### config.mk
export PLATFORM = sky130hd
export DESIGN_NAME = agc_controller
export DESIGN_NICKNAME = d
export VERILOG_FILES = /design/src/rtl/agc_controller.sv
export SDC_FILE = /design/constraint.sdc
export NUM_CORES = 1
export LEC_CHECK = 0
export CELL_PAD_IN_SITES_DETAIL_PLACEMENT = 2
export CELL_PAD_IN_SITES_GLOBAL_PLACEMENT = 2
export CORE_UTILIZATION = 43
export DETAILED_ROUTE_END_ITERATION = 12
export DONT_BUFFER_PORTS = 1
export PLACE_DENSITY = 0.95
export SLEW_MARGIN = 20
export SYNTH_ARGS = -nofsm -noshare
export SYNTH_HDL_FRONTEND = slang
export SYNTH_SLANG_ARGS = --single-unit
### constraint.sdc
create_clock -name clk -period 13.1 [get_ports clk]
set_input_delay 2.62 -clock clk [delete_from_list [all_inputs] [get_ports clk]]
set_output_delay 2.62 -clock clk [all_outputs]
set_load 0.03 [all_outputs]
### src/rtl/agc_controller.sv
// agc_controller -- closed-loop automatic gain control for the receiver front end.
//
// The controller averages 2^AVG_LOG2 RSSI samples, compares the average with
// TARGET_DB, and moves the front-end gain toward the target. It steps at most
// STEP_MAX dB per decision and holds still inside a +/-HYST_DB dead band.
// Each new gain goes to the AFE over a set / in-progress handshake. The
// controller then discards SETTLE_SAMPLES valid samples so that the next
// average only covers data taken at the new gain.
//
// Ports:
//   clk, rst_n              core clock, async active-low reset
//   en_i                    loop enable (level); low forces IDLE next cycle
//   rssi_dB_i / _valid_i    averaged RSSI, unsigned Q8.8 dB, one-cycle strobe
//   gain_set_in_progress_i  AFE busy applying the last commanded gain
//   gain_dB_o               commanded gain, dB (held while disabled)
//   set_gain_o              one-cycle apply strobe, gain_dB_o already stable
//   datapath_en_o           high in every state except IDLE
//   locked_o                last average fell inside the dead band
//   at_limit_o              last decision was clamped at GAIN_MIN/GAIN_MAX
//   timeout_o               sticky: an AFE handshake phase timed out
module agc_controller #(
  parameter logic [15:0] TARGET_DB      = 16'h3C00,
  parameter logic [15:0] HYST_DB        = 16'h0300,
  parameter logic [7:0]  GAIN_INIT      = 8'd30,
  parameter logic [7:0]  GAIN_MIN       = 8'd0,
  parameter logic [7:0]  GAIN_MAX       = 8'd60,
  parameter logic [7:0]  STEP_MAX       = 8'd12,
  parameter int          AVG_LOG2       = 4,
  parameter int          SETTLE_SAMPLES = 32,
  parameter int          ACK_TIMEOUT    = 1024
) (
  input  logic        clk,
  input  logic        rst_n,
  input  logic        en_i,
  input  logic [15:0] rssi_dB_i,
  input  logic        rssi_dB_valid_i,
  input  logic        gain_set_in_progress_i,
  output logic [7:0]  gain_dB_o,
  output logic        set_gain_o,
  output logic        datapath_en_o,
  output logic        locked_o,
  output logic        at_limit_o,
  output logic        timeout_o
);

  localparam int ACC_W = 16 + AVG_LOG2;
  localparam int NAVG  = 1 << AVG_LOG2;
  localparam int CNT_W = $clog2((SETTLE_SAMPLES > NAVG) ? SETTLE_SAMPLES : NAVG) + 1;
  localparam int TMR_W = $clog2(ACK_TIMEOUT) + 1;

  typedef enum logic [2:0] {
    IDLE, APPLY, WAIT_HI, WAIT_LO, SETTLE, MEASURE, DECIDE
  } state_t;

  state_t           state;
  logic [ACC_W-1:0] acc;
  logic [CNT_W-1:0] cnt;
  logic [TMR_W-1:0] timer;

  // Decision datapath: evaluated continuously, only consumed in DECIDE.
  logic [15:0]        avg;
  logic signed [16:0] err;
  logic [16:0]        err_abs;
  logic               in_band;
  logic signed [16:0] delta;
  logic signed [9:0]  gain_sum;
  logic [7:0]         new_gain;
  logic               clamped;

  always_comb begin
    avg     = 16'(acc >> AVG_LOG2);
    err     = $signed({1'b0, TARGET_DB}) - $signed({1'b0, avg});
    err_abs = err[16] ? 17'(-err) : 17'(err);
    in_band = (err_abs <= {1'b0, HYST_DB});

    // Whole-dB step. Any error outside the dead band moves at least 1 dB.
    delta = err >>> 8;
    if (delta == 17'sd0)
      delta = err[16] ? -17'sd1 : 17'sd1;
    if (delta > $signed({9'd0, STEP_MAX}))
      delta = $signed({9'd0, STEP_MAX});
    else if (delta < -$signed({9'd0, STEP_MAX}))
      delta = -$signed({9'd0, STEP_MAX});

    // delta is within +/-STEP_MAX, so 10 signed bits hold gain + delta.
    gain_sum = $signed({2'b00, gain_dB_o}) + $signed(delta[9:0]);
    clamped  = 1'b0;
    new_gain = gain_sum[7:0];
    if (gain_sum < $signed({2'b00, GAIN_MIN})) begin
      new_gain = GAIN_MIN;
      clamped  = 1'b1;
    end else if (gain_sum > $signed({2'b00, GAIN_MAX})) begin
      new_gain = GAIN_MAX;
      clamped  = 1'b1;
    end
  end

  always_ff @(posedge clk or negedge rst_n) begin
    if (!rst_n) begin
      state         <= IDLE;
      gain_dB_o     <= GAIN_INIT;
      set_gain_o    <= 1'b0;
      datapath_en_o <= 1'b0;
      locked_o      <= 1'b0;
      at_limit_o    <= 1'b0;
      timeout_o     <= 1'b0;
      acc           <= '0;
      cnt           <= '0;
      timer         <= '0;
    end else begin
      set_gain_o <= 1'b0;
      if (!en_i) begin
        // Abandon whatever was in flight. The gain holds; counters restart.
        state         <= IDLE;
        datapath_en_o <= 1'b0;
        acc           <= '0;
        cnt           <= '0;
        timer         <= '0;
      end else begin
        case (state)
          IDLE: begin
            gain_dB_o     <= GAIN_INIT;
            set_gain_o    <= 1'b1;
            datapath_en_o <= 1'b1;
            state         <= APPLY;
          end
          APPLY: begin
            timer <= '0;
            state <= WAIT_HI;
          end
          WAIT_HI: begin
            if (gain_set_in_progress_i) begin
              timer <= '0;
              state <= WAIT_LO;
            end else if (timer == TMR_W'(ACK_TIMEOUT - 1)) begin
              timeout_o <= 1'b1;
              cnt       <= '0;
              state     <= SETTLE;
            end else begin
              timer <= timer + 1'b1;
            end
          end
          WAIT_LO: begin
            if (!gain_set_in_progress_i) begin
              cnt   <= '0;
              state <= SETTLE;
            end else if (timer == TMR_W'(ACK_TIMEOUT - 1)) begin
              timeout_o <= 1'b1;
              cnt       <= '0;
              state     <= SETTLE;
            end else begin
              timer <= timer + 1'b1;
            end
          end
          SETTLE: begin
            if (rssi_dB_valid_i) begin
              if (cnt == CNT_W'(SETTLE_SAMPLES - 1)) begin
                cnt   <= '0;
                acc   <= '0;
                state <= MEASURE;
              end else begin
                cnt <= cnt + 1'b1;
              end
            end
          end
          MEASURE: begin
            if (rssi_dB_valid_i) begin
              acc <= acc + ACC_W'(rssi_dB_i);
              if (cnt == CNT_W'(NAVG - 1)) begin
                cnt   <= '0;
                state <= DECIDE;
              end else begin
                cnt <= cnt + 1'b1;
              end
            end
          end
          DECIDE: begin
            acc <= '0;
            cnt <= '0;
            if (in_band) begin
              locked_o   <= 1'b1;
              at_limit_o <= 1'b0;
              state      <= MEASURE;
            end else begin
              locked_o   <= 1'b0;
              at_limit_o <= clamped;
              if (new_gain == gain_dB_o) begin
                state <= MEASURE;
              end else begin
                gain_dB_o  <= new_gain;
                set_gain_o <= 1'b1;
                state      <= APPLY;
              end
            end
          end
          default: state <= IDLE;
        endcase
      end
    end
  end

endmodule

# Word level (Yosys, flattened, before mapping)
# Index checks and enable logic that the tools add are counted.
# totals
regBits	53
# op_classes
add_sub_neg	6
order_cmp	5
eq_ne	24
muxes	54
n_reduce_logical	11
# ops
op	count
$mux W20	4
$pmux W20 S3	1
$mux W17	3
$mux W6	8
$mux W11	4
$pmux W11 S3	1
$mux W8	4
$mux W3	10
$pmux W6 S5	1
$pmux W3 S7	1
$add A20 B16 Y20	1
$mux W10	2
$reduce_and A4 Y1	5
$ne A3 B3 Y1 const B	6
$gt A17 B5 Y1 const B	1
$le A17 B10 Y1 const B	1
$logic_not A17 Y1	1
$lt A17 B5 Y1 const B	1
$neg A17 Y17	1
$sub A14 B16 Y17 const A	1
$pmux W8 S2	1
$mux W1	12
$add A11 B1 Y11 const B	1
$eq A11 B10 Y1 const B	1
18 further kinds	28

# Depth between registers and ports, before layout
# logic_depth
ltp_word	15
ltp_mapped	26

# Least setup slack after synthesis
# Ideal clock, no wire load.
# synth_timing
path_type	register -> register
start	register acc[4]
end	register gain_dB_o[1]
arrival_time_ns	5.425
required_ns	13.025
setup_slack_ns	7.600
path_stages_with_launch	26
n_path_buf	2
synth_period_minus_slack_ns	5.500
cell_sequence	dfrtp_1 clkbuf_1 inv_1 ha_1 buf_4 nor3b_1 nand3_1 nand3_1 xnor2_1 or3_1 nor3_1 nor2_1 nor2_1 o21a_1 ha_1 fa_1 a211oi_1 o21a_1 o21bai_1 and3_1 or4_4 nor2_1 mux2i_1 a2111oi_4 nor3_4 mux2i_1
# synth_via
elab_chain_len	13
word_cells_on_any_way	23
# synth_rtl
item	line_no	rtl
start, declared	56	logic [ACC_W-1:0] acc;
start signal, assigned	168	acc <= acc + ACC_W'(rssi_dB_i);
$sub A14 B16 Y17 *	72	err = $signed({1'b0, TARGET_DB}) - $signed({1'b0, avg});
$logic_not A17 Y1 or $mux W17 (tied branches)	78, 79	
$mux W17	78	if (delta == 17'sd0)
$lt A17 B5 Y1	82	else if (delta < -$signed({9'd0, STEP_MAX}))
$mux W10	82	
$mux W10	80	if (delta > $signed({9'd0, STEP_MAX}))
$add A9 B10 Y10	86	gain_sum = $signed({2'b00, gain_dB_o}) + $signed(delta[9:0]);
$gt A10 B7 Y1	92	end else if (gain_sum > $signed({2'b00, GAIN_MAX})) begin
$mux W8	92	
$mux W8	89	if (gain_sum < $signed({2'b00, GAIN_MIN})) begin
$eq A8 B8 Y1 or $mux W8 (tied branches)	187	if (new_gain == gain_dB_o) begin
$ne A2 B2 Y1 (no line) or $mux W8 (tied branches)	-	
$reduce_and A4 Y1 (no line) or $pmux W8 S2 (tied branches)	-	
end signal, assigned	190	gain_dB_o <= new_gain;
end, declared	38	output logic [7:0] gain_dB_o,
# Mark *: on every way between the ends. The rest lies on a longest branch, timed or not. The select of a mux whose other input is x is not followed.
# A chain may end at the register's enable or synchronous reset.

# Worst setup path after layout
# layout_timing
start	register acc[4]
end	register gain_dB_o[3]
# Same word-level chain as after synthesis.

==> flow_summary.json <==
{
  "yosysWarnings": 0,
  "drc": 0,
  "post_synth_main_area_contributors": "dfrtp_1 26%, ha_1 7.2%, xnor2_1 5.4%, nor2_1 4.6%, o21ai_0 4.5%",
  "dp_slack_ns": 6.20,
  "post-cts-setup-buffers": 0,
  "synth.distinct_cells": 74,
  "power.total_mw": 0.321,
  "period_minus_slack_ns": 7.15,
  "crit_chain": "inv_1 > ha_1 > nor3b_1 > nand3_1 > nand3_1 > xnor2_1 > or3_1 > nor3_1 > nor2_1 > nor2_1 > and2_1 > ha_1 > a211oi_1 > o21ai_0 > a21oi_1 > nor3b_1 > a211oi_1 > nor4_1 > o21ai_0 > a2111oi_4 > nor3_4 > mux2i_1",
  "antenna-diode-count": 0,
  "cp_slowest_cell": "a211oi_1",
  "fillers": 1193,
  "synth_commonest_cells": "58 x nor2_1, 54 x nand2_1, 49 x dfrtp_1",
  "port-buffer-count": 0,
  "grt_pass1_vias": 5132,
  "syn_avg_cell_area_um2": 8.27,
  "hold_path_depth": 1,
  "grt_use_total_pct": 32.7,
  "worstSetupPathType": "flip-flop to flip-flop",
  "worst_r2r_startpoint": "acc[4]$_DFFE_PN0P_",
  "nNetsFinal": 604,
  "critPathMaxFanout": 11,
  "cts_tree": "yes",
  "fin_ws_ns": 5.95,
  "die_w_um": 107,
  "via_per_inst": 6.71,
  "peakVddDrop_v": 0.0000585,
  "clockBufferDepth": 2,
  "place_area_um2": 4770,
  "worst_slew_pin_slew_ns": 0.921,
  "reg2reg_slack_ns": 5.95,
  "synth_area_leader_cell": "dfrtp_1",
  "first_pass_iters": 5,
  "synth_edf_count": 0,
  "multi_input_comb_area_um2": 3200,
  "worst_ep_required_time_ns": 13.33,
  "ff_latch_area_um2": 1330,
  "antenna_found_initial": 0,
  "area_growth_pct": 3.57,
  "p_leak_nw": 2.10,
  "postRouteAntennaNets": 0,
  "place_congestion": 0.856,
  "yosysMostFrequentCell": "nor2_1",
  "ff2ff_path_depth": 22,
  "grt_overflow": 0,
  "cts_htree_levels": 2,
  "io_pins": 34,
  "critPathLaunchType": "flip-flop",
  "grt_setup_unrepaired": "no",
  "drv_cap": 0,
  "drive_gt1_share_pct": 5.95,
  "clock-sinks": 53,
  "cts_hold_buffers": 0,
  "initial_utilization_pct": 44.9,
  "timing.slew.headroom_pct": 38.2,
  "synth_flop_cell": "dfrtp_1",
  "synth_seq_cells": 53,
  "maxSlewViolCount": 0,
  "synth_area_um2": 4700,
  "power_density_nw_per_um2": 66.0,
  "cts_resized": 0,
  "worstReg2RegEnd": "gain_dB_o[3]$_DFFE_PN1P_",
  "synth-seq-area-share_pct": 28.3,
  "wl_per_cell_um": 25.9,
  "max_freq_mhz": 140,
  "end_kind": "flip-flop",
  "arrival_ns": 7.38,
  "holdCritPathClass": "flip-flop to flip-flop",
  "num_vias": 4636,
  "rows": 37,
  "setup_viol": 0,
  "tns_ns": 0,
  "die_h_um": 107,
  "cts_buffers": 5,
  "holdPathEnd": "timer[10]$_DFFE_PN0P_",
  "initialDrtViolationCount": 178,
  "outcome": "finished, final reports clean",
  "period_share_pct": 54.6,
  "grt_start_max_net_pins": 54,
  "routed_wl_um": 17900,
  "hold_viol": 0,
  "final_cell_area_um2": 4860,
  "core-area_um2": 10500,
  "min-delay-start": "timer[10]$_DFFE_PN0P_",
  "clk_pin_slew_ns": 0.10,
  "syn_nets": 618,
  "critPathMaxStageDelay_ns": 0.74,
  "cts-root-buf": "clkbuf_8",
  "die-area_um2": 11300,
  "synth_top_area_share_pct": 26.1,
  "fin_worst_skew_ns": 0.00468,
  "ys_async_sr_fraction_pct": 100,
  "syn_inst": 568,
  "clkLatencyLatePin_ns": 0.33,
  "grt_pass1_wl_um": 28700,
  "hpwl_um": 12400
}
layout make-up:
| class | instances | area share [%] |
|---|---|---|
| multi-input cells | 476 | 65.8 |
| clock buffers | 5 | 1.41 |
| repair buffers | 1 | 0.154 |
| well taps | 136 | 3.50 |
| inverters | 17 | 1.31 |
| flip-flops and latches | 53 | 27.4 |
| clock inverters | 3 | 0.437 |
per-stage QoR:
stage	std cells	utilization, %	hold slack (ns)
2_1_floorplan	568	-	0.448
3_3_place_gp	683	45.6	0.460
3_5_place_dp	683	45.6	0.480
4_1_cts	691	46.5	0.503
5_1_grt	691	46.5	0.530
6_report	691	46.5	0.502
worst max-delay path by stage:
stage	start	endpoint	slack [ns]	depth (start not counted)
after floorplan	acc[4]$_DFFE_PN0P_	gain_dB_o[1]$_DFFE_PN1P_	7.60	25
after global routing	acc[4]$_DFFE_PN0P_	gain_dB_o[3]$_DFFE_PN1P_	5.45	22
after global placement	acc[4]$_DFFE_PN0P_	gain_dB_o[1]$_DFFE_PN1P_	7.14	23
final	acc[4]$_DFFE_PN0P_	gain_dB_o[3]$_DFFE_PN1P_	5.95	22
after CTS	acc[4]$_DFFE_PN0P_	gain_dB_o[3]$_DFFE_PN1P_	6.00	22
after detailed placement	acc[4]$_DFFE_PN0P_	gain_dB_o[4]$_DFFE_PN1P_	6.20	22
routing by layer:
metal | up-vias | global-route usage [%] | share of wire (%)
met4 | 0 | 15.3 | 3.9
met1 | 2391 | 38.8 | 41
met3 | 48 | 4.17 | 3.4
li1 | 2075 | - | -
met5 | - | 0 | 0
met2 | 122 | 58.3 | 51
cell families after synthesis:
family | synth area share (%)
multiplexers | 2.64
flip-flops | 28.3
buffers and inverters | 3.57
adder cells (fa/ha/maj) | 8.04
AND/OR/NAND/NOR | 24.3
XOR/XNOR | 7.65
AO/OA/AOI/OAI | 25.4
power breakdown:
part           internal (mW)  leakage [nW]  switching (mW)
registers              0.166         0.722         0.00843
logic                 0.0159          1.33          0.0304
clock network         0.0381        0.0445          0.0622
state kept, by name, summed over array words and instances (netlist names):
name and count:
state 3, locked_o 1, at_limit_o 1, timer 11
acc 20, datapath_en_o 1, timeout_o 1, cnt 6
set_gain_o 1, gain_dB_o 8
worst max-delay path: cells and delay by family (launching register included):
| kind | cells | cell delay, ns |
|---|---|---|
| DFF | 1 | 0.51 |
| buffers and inverters | 1 | 0.10 |
| AOI/OAI and AO/OA | 6 | 2.24 |
| and+or+nand+nor | 11 | 3.03 |
| xor gates and xnor gates | 1 | 0.16 |
| adders and majority gates | 2 | 0.65 |
| muxes | 1 | 0.36 |
layout by cell type (no fill, tap or decap), types with 13 or more instances in the layout:
master,count
nor3_1,25
a21oi_1,26
xnor2_1,29
inv_1,17
dfrtp_1,49
o21ai_0,42
nor2_1,58
nand2_1,54
o31ai_1,17
ha_1,27
a22o_1,13
nand3_1,19
Power figures use the tool's default switching activity.
